File: src/rtl/change_dispenser.sv
// Change dispenser: turns a change value into coin-eject pulses using a greedy 100/25/10/5
// choice against per-denomination tube stock, with a four-phase request/done handshake.
module change_dispenser #(
  parameter int unsigned INIT_DOLLAR  = 4,
  parameter int unsigned INIT_QUARTER = 8,
  parameter int unsigned INIT_DIME    = 8,
  parameter int unsigned INIT_NICKEL  = 8,
  parameter int unsigned TUBE_MAX     = 255,
  parameter int unsigned GAP          = 2,
  parameter int unsigned LOW_THRESH   = 2
) (
  input  logic       clk,
  input  logic       rst,
  input  logic       dispenseReq,
  input  logic [8:0] changeAmount,
  input  logic       dollarIn,
  input  logic       quarterIn,
  input  logic       dimeIn,
  input  logic       nickelIn,
  output logic       dollarOut,
  output logic       quarterOut,
  output logic       dimeOut,
  output logic       nickelOut,
  output logic       dispenseDone,
  output logic       busy,
  output logic [8:0] shortfall,
  output logic       changeLow
);

  localparam logic [7:0] InitDollar  = 8'(INIT_DOLLAR);
  localparam logic [7:0] InitQuarter = 8'(INIT_QUARTER);
  localparam logic [7:0] InitDime    = 8'(INIT_DIME);
  localparam logic [7:0] InitNickel  = 8'(INIT_NICKEL);
  localparam logic [7:0] TubeMax     = 8'(TUBE_MAX);
  localparam logic [3:0] GapLen      = 4'(GAP);

  typedef enum logic [2:0] {StIdle, StSelect, StPulse, StGap, StDone} state_e;

  state_e     state_q, state_d;
  logic [8:0] remaining_q, remaining_d;
  logic [3:0] gap_cnt_q, gap_cnt_d;
  // One-hot coin select {dollar, quarter, dime, nickel}; doubles as the eject outputs.
  logic [3:0] coin_q, coin_d;
  logic       done_q, done_d;
  logic       busy_q, busy_d;
  logic [8:0] shortfall_q, shortfall_d;
  logic [7:0] dollar_cnt_q, dollar_cnt_d;
  logic [7:0] quarter_cnt_q, quarter_cnt_d;
  logic [7:0] dime_cnt_q, dime_cnt_d;
  logic [7:0] nickel_cnt_q, nickel_cnt_d;

  logic [3:0] pick;
  logic [8:0] coin_val;
  logic [3:0] eject;

  // Eject and refill in the same cycle cancel; refill saturates at TubeMax.
  function automatic logic [7:0] tube_next(input logic [7:0] cnt, input logic ej,
                                           input logic refill);
    logic [7:0] nxt;
    nxt = cnt;
    if (ej && !refill) begin
      nxt = cnt - 8'd1;
    end else if (refill && !ej && (cnt < TubeMax)) begin
      nxt = cnt + 8'd1;
    end
    return nxt;
  endfunction

  always_comb begin
    pick = 4'b0000;
    if ((remaining_q >= 9'd100) && (dollar_cnt_q != 8'd0)) begin
      pick = 4'b1000;
    end else if ((remaining_q >= 9'd25) && (quarter_cnt_q != 8'd0)) begin
      pick = 4'b0100;
    end else if ((remaining_q >= 9'd10) && (dime_cnt_q != 8'd0)) begin
      pick = 4'b0010;
    end else if ((remaining_q >= 9'd5) && (nickel_cnt_q != 8'd0)) begin
      pick = 4'b0001;
    end
  end

  always_comb begin
    coin_val = 9'd0;
    unique case (coin_q)
      4'b1000: coin_val = 9'd100;
      4'b0100: coin_val = 9'd25;
      4'b0010: coin_val = 9'd10;
      4'b0001: coin_val = 9'd5;
      default: coin_val = 9'd0;
    endcase
  end

  assign eject = (state_q == StPulse) ? coin_q : 4'b0000;

  always_comb begin
    state_d     = state_q;
    remaining_d = remaining_q;
    gap_cnt_d   = gap_cnt_q;
    shortfall_d = shortfall_q;
    coin_d      = 4'b0000;

    unique case (state_q)
      StIdle: begin
        if (dispenseReq && !done_q) begin
          remaining_d = changeAmount;
          shortfall_d = 9'd0;
          state_d     = StSelect;
        end
      end
      StSelect: begin
        if (remaining_q == 9'd0) begin
          state_d = StDone;
        end else if (pick != 4'b0000) begin
          coin_d  = pick;
          state_d = StPulse;
        end else begin
          shortfall_d = remaining_q;
          state_d     = StDone;
        end
      end
      StPulse: begin
        remaining_d = remaining_q - coin_val;
        if (GapLen != 4'd0) begin
          gap_cnt_d = GapLen - 4'd1;
          state_d   = StGap;
        end else begin
          state_d = StSelect;
        end
      end
      StGap: begin
        if (gap_cnt_q == 4'd0) begin
          state_d = StSelect;
        end else begin
          gap_cnt_d = gap_cnt_q - 4'd1;
        end
      end
      StDone: begin
        if (!dispenseReq) begin
          state_d = StIdle;
        end
      end
      default: state_d = StIdle;
    endcase

    done_d = (state_d == StDone);
    busy_d = (state_d != StIdle);

    dollar_cnt_d  = tube_next(dollar_cnt_q, eject[3], dollarIn);
    quarter_cnt_d = tube_next(quarter_cnt_q, eject[2], quarterIn);
    dime_cnt_d    = tube_next(dime_cnt_q, eject[1], dimeIn);
    nickel_cnt_d  = tube_next(nickel_cnt_q, eject[0], nickelIn);
  end

  always_ff @(posedge clk or posedge rst) begin
    if (rst) begin
      state_q       <= StIdle;
      remaining_q   <= 9'd0;
      gap_cnt_q     <= 4'd0;
      coin_q        <= 4'b0000;
      done_q        <= 1'b0;
      busy_q        <= 1'b0;
      shortfall_q   <= 9'd0;
      dollar_cnt_q  <= InitDollar;
      quarter_cnt_q <= InitQuarter;
      dime_cnt_q    <= InitDime;
      nickel_cnt_q  <= InitNickel;
    end else begin
      state_q       <= state_d;
      remaining_q   <= remaining_d;
      gap_cnt_q     <= gap_cnt_d;
      coin_q        <= coin_d;
      done_q        <= done_d;
      busy_q        <= busy_d;
      shortfall_q   <= shortfall_d;
      dollar_cnt_q  <= dollar_cnt_d;
      quarter_cnt_q <= quarter_cnt_d;
      dime_cnt_q    <= dime_cnt_d;
      nickel_cnt_q  <= nickel_cnt_d;
    end
  end

  assign dollarOut    = coin_q[3];
  assign quarterOut   = coin_q[2];
  assign dimeOut      = coin_q[1];
  assign nickelOut    = coin_q[0];
  assign dispenseDone = done_q;
  assign busy         = busy_q;
  assign shortfall    = shortfall_q;
  assign changeLow    = (32'(nickel_cnt_q) < LOW_THRESH);

endmodule

File: config.mk
export PLATFORM = sky130hd
export DESIGN_NAME = change_dispenser
export DESIGN_NICKNAME = d
export VERILOG_FILES = /design/src/rtl/change_dispenser.sv
export SDC_FILE = /design/constraint.sdc
export NUM_CORES = 1
export LEC_CHECK = 0
export ABC_CLOCK_PERIOD_IN_PS = 2900
export CAP_MARGIN = 20
export CELL_PAD_IN_SITES_DETAIL_PLACEMENT = 1
export CELL_PAD_IN_SITES_GLOBAL_PLACEMENT = 2
export CORE_AREA = 2 2 115 117
export DETAILED_ROUTE_END_ITERATION = 7
export DIE_AREA = 0 0 117 119
export PLACE_DENSITY_LB_ADDON = 0.1
export SYNTH_ARGS = -nofsm -noshare
export SYNTH_HDL_FRONTEND = slang
export SYNTH_SLANG_ARGS = --single-unit
File: constraint.sdc
create_clock -name clk -period 2.9 [get_ports clk]
set_input_delay 0.435 -clock clk [delete_from_list [all_inputs] [get_ports clk]]
set_output_delay 0.435 -clock clk [all_outputs]
set_load 0.01 [all_outputs]
* Yosys cells after proc, flatten, opt, wreduce, memory -nomap -nowiden
Cells that the tools add are included.
Cells by class: muxes and demuxes 31, reductions and logical operators 45, equal/unequal tests 13, order comparisons 9, add/sub/neg operators 10
Operator list (number):
- 2-to-1 mux 8 bit | 8
- 2-to-1 mux 9 bit | 4
- case mux 9 bit (2 select lines) | 2
- adder 8 x 1 -> 8 bit, second input constant | 4
- less-than comparator 8 bit, second input constant | 4
- nonzero test 8 bit | 4
- subtractor 8 x 1 -> 8 bit, second input constant | 4
- case mux 7 bit (4 select lines) | 1
- 2-to-1 mux 4 bit | 6
- 2-to-1 mux 3 bit | 6
- logical AND 1 bit | 17
- case mux 3 bit (5 select lines) | 1
- nonzero test 2 bit | 7
- >= comparator 9 x 3 -> 1 bit, second input constant | 1
- >= comparator 9 x 4 -> 1 bit, second input constant | 1
- >= comparator 9 x 5 -> 1 bit, second input constant | 1
- >= comparator 9 x 7 -> 1 bit, second input constant | 1
- zero test 1 bit | 9
- zero test 9 bit | 1
- subtractor 9 bit | 1
- less-than comparator 8 x 2 -> 1 bit, second input constant | 1
- inequality test 2 bit, second input constant | 4
- case mux 4 bit (2 select lines) | 1
- == test 3 x 2 -> 1 bit, second input constant | 2
- 15 further kinds | 17
Storage, ports and cells: register bits 63, input bits 16, word-level logic and storage cells 119

* Depth between registers and ports, before layout
depth after elaboration 11, gate-level depth with buffers 13, gate-level depth less buffers 11

* Least setup slack after synthesis
No wires, ideal clock.
path kind reg-to-reg, start reg state_q[2], end reg nickel_cnt_q[7], data arrival time 2.812 ns, required time 2.821 ns, path slack 0.009 ns, stages on the path, launching flop included 14, cells stage by stage dfrtp_1 > clkbuf_1 > nor3b_4 > nand2_1 > or2_0 > clkbuf_1 > inv_1 > ha_1 > a21o_1 > a211oi_1 > nor2_1 > o41ai_1 > mux2i_1 > xor2_1
Between the ends: longest elaborated chain between the ends 6
Ends and longest elaborated chain:
- from (decl) | line 39 | state_e state_q, state_d;
- from (signal assigned) | line 156 | state_q <= StIdle;
- from (signal assigned) | line 168 | state_q <= state_d;
- == test 3 x 2 -> 1 bit (*) | line 93 | assign eject = (state_q == StPulse) ? coin_q : 4'b0000;
- 2-to-1 mux 4 bit (*) | line 93
- zero test 1 bit | line 63 | end else if (refill && !ej && (cnt < TubeMax)) begin
- logical AND 1 bit (2 in a row) | line 63
- nonzero test 2 bit (no line)
- to (signal assigned) | line 166 | nickel_cnt_q <= InitNickel;
- to (signal assigned) | line 178 | nickel_cnt_q <= nickel_cnt_d;
- to (decl) | line 50 | logic [7:0] nickel_cnt_q, nickel_cnt_d;
Every way passes the cells marked *; elsewhere a longest branch is shown, timed or not. A chain may end at the register's enable or synchronous reset.

* Worst setup path after layout
Ends and elaborated chain as after synthesis.

==> impl_results.md <==
* Status: completed
* Peak supply drop at 0.277 mV
* Clock power frac at 0.219
* Post-Synthesis Net Count at approximately 510
* H-tree levels at 3
* Period utilization at 0.970
* Metal2 WL at 4970 microns
* Via/cell ratio at between 5 and 6
* Routed wl met3 at 266 microns
* Setup Crit Path Kind: reg2reg
* Post-DP HPWL at 8060 microns
* CP max FO at 9
* Fmax at 0.355 GHz
* Vias in the first global route at ~3600
* Fin cells at 692
* Hold_buf cts at 0
* Number of synthesized flops with an enable pin at 0
* Internal power at around 3200 uW
* Routed met1 length at approximately 5400 microns
* Avg WL per Cell at 15.6 microns
* DR DRC count at 0
* Post-synthesis cell count at 454
* Part of the power in registers at 0.328
* Sw frac at 0.398
* Worst path slowest cell: o41ai_2
* Slew HR at 0.574
* Die ar. at roughly 14000 sq um
* Most frequent cells in the layout: dfrtp_1 (59), nor2_1 (56), ha_1 (33)
* Main synth FF type: dfrtp_1
* Most common cell after layout, fill and taps aside: dfrtp_1
* Slew Limit Fails at 0
* CP Capture Type: flip-flop
* RSZ-0062 raised after global routing: true
* Final WL at 10800 microns
* Async set-reset flop share out of synthesis at 1.00
* Final ANT Viol Nets at 0
* Seq cells post-synth at 63
* Setup TNS at 0 ns
* Type of origin of the critical path: flip-flop
* DP Worst Slack at -0.0250 ns
* Overall power at 5260 uW
* Worst skew pair latency at approximately 0.34 ns
* Cell Rows at between 40 and 50
* Syn Area/Cell at 9.35 sq um
* Worst Hold Class: in2async
* Pin count of the biggest net entering global routing at 52
* Die Ht at 119 microns
* Antenna fix cells at 0
* Switch Pwr at between 2000 and 2500 uW
* Total track usage at 0.168
* Leakage power at 0.00239 uW
* Nets at 566
* Crit-path leading delay family: compound AO/OA/AOI/OAI gates
* IO Pins at 32
* DRT Pass-1 Iters at 4
* Post-Syn Area at approximately 4200 sq um
* CORE AREA at ~13000 sq um
* CTS buffer count at 9
* Worst setup margin at 0.0867 ns
* Initial antenna violation count at 0
* Worst path bufs/invs at 3
* Remaining global-route overflow at 0
* Register area share after synthesis at 0.373
* CTS sink count at between 60 and 70
* # setup viols final at 0
* Layout Area Growth over Synthesis at 24.8%
* Clk pin slew, worst setup/hold paths at 0.06 ns
* CTS max path bufs at 2
* Count of cell types in the netlist at 59
* Min Clock Period, post-route at 2.81 ns
* DRT iter0 DRCs at 106
* Root Buffer Master: clkbuf_16
* Layout cells sized above 1 at 0.153
* Worst-Margin Slew at 0.636 ns
* IO buf count at 31
* CTS tree: built
* Req. time, crit path at around 3.2 ns
* WP data arrival at 3.07 ns
* Cell Chain, Critical Path: nor3b_4, buf_12, nand2_1, or2_1, inv_2, buf_4, ha_1, a211oi_2, nor2_2, o41ai_2, mux2i_1, xor2_1
* Global-route wire length before repair at 18100 microns
* Max-cap viol count at 0
* P per Cell Area at between 900 and 1000 nW/um^2
* Die width at about 120 microns
* Highest routed layer: met4
* Routability Congestion at between 0.7 and 0.8
* Comb power frac at 0.453
* Crit-path max cell delay at roughly 0.4 ns
* Yosys warnings at 0
* Vias at roughly 3500
* Placed cells at 670
* Setup Skew at 0.00716 ns
* Initial core utilization at 0.330
* Final hold vios at 0
## layout make-up
class	count	area (sq um)
fill	1464	7580
clock buffer	13	280
inverter	34	128
timing repair buffer	58	538
multi-input combinational	346	2510
sequential	63	1580
clock inverter	2	37.5
tap	176	220
## stage by stage
| step | utilization | instance area [sq um] | hold WS, ns |
|---|---|---|---|
| final | 0.412 | 5300 | 0.371 |
| after global routing | 0.412 | 5300 | 0.415 |
| after CTS | 0.405 | 5210 | 0.377 |
| after detailed placement | 0.379 | 4880 | 0.484 |
| after global placement | 0.379 | 4880 | 0.477 |
| after floorplan | - | 4250 | 0.463 |
## Yosys cell counts, types with 4 or more instances
library cell	n	area, sq um
xnor2_1	7	61.3
nor3b_1	5	37.5
nand2_1	31	116
dfstp_2	4	105
a32o_2	6	67.6
a21boi_0	5	37.5
nor4_1	7	43.8
o211ai_1	4	30.0
o31ai_1	5	37.5
o41ai_1	5	43.8
nor2_1	57	214
or2_0	5	31.3
inv_1	34	128
nor3_1	7	35.0
dfrtp_1	59	1480
ha_1	33	413
fa_1	5	100
nand3_1	8	40.0
clkbuf_1	7	26.3
xor2_1	19	166
nand2b_1	6	37.5
nand3b_1	4	30.0
nor2b_1	9	56.3
o21ai_0	20	100
nand4_1	8	50.1
mux2i_1	17	170
a21oi_1	30	150
## kinds of logic after synthesis
family	count (synthesis)	synth area share
xor gates and xnor gates	26	0.0536
adders and majority gates	38	0.121
buffers and inverters	45	0.0466
DFF	63	0.373
muxes	19	0.0454
and+or+nand+nor	164	0.203
AOI/OAI and AO/OA	99	0.158
## state kept, by name, summed over array words and instances (netlist names)
register,count
gap_cnt_q,4
busy,1
dollar_cnt_q,8
dispenseDone,1
coin_q,4
quarter_cnt_q,8
nickel_cnt_q,8
shortfall,9
state_q,3
dime_cnt_q,8
remaining_q,9
## worst paths after layout
check	startpoint	endpoint	slack, ns	cells after the start
worst max-delay path	state_q[2]	nickel_cnt_q[7]	0.09	12
worst min-delay path	rst	quarter_cnt_q[6]	0.37	2
worst max register to register	state_q[2]	nickel_cnt_q[7]	0.09	12
worst min register to register	dollar_cnt_q[7]	dollar_cnt_q[7]	0.50	1
max in group asynchronous	rst	dollar_cnt_q[2]	1.89	3
min in group clk	dollar_cnt_q[7]	dollar_cnt_q[7]	0.50	1
## power by group through the flow
stage	clock (uW)	sequential, uW	combinational, uW
global placement	0	1740	2240
detailed placement	0	1740	2310
floorplan	0	1640	1680
finish	1150	1730	2380
global route	1220	1800	2720
CTS	1180	1730	2330
## routing by layer
metal  GRT usage  vias up
met2       0.255       34
met4      0.0640        0
met1       0.237     1709
met5           0        -
met3      0.0280       13
li1            -     1725
## repair_timing
action	in CTS	in global routing
pin swaps	0	5
gates resized for setup	2	12
setup buffers	0	7
endpoints found under the setup margin	2	9
No activity file was read; power rests on OpenSTA's default activity.
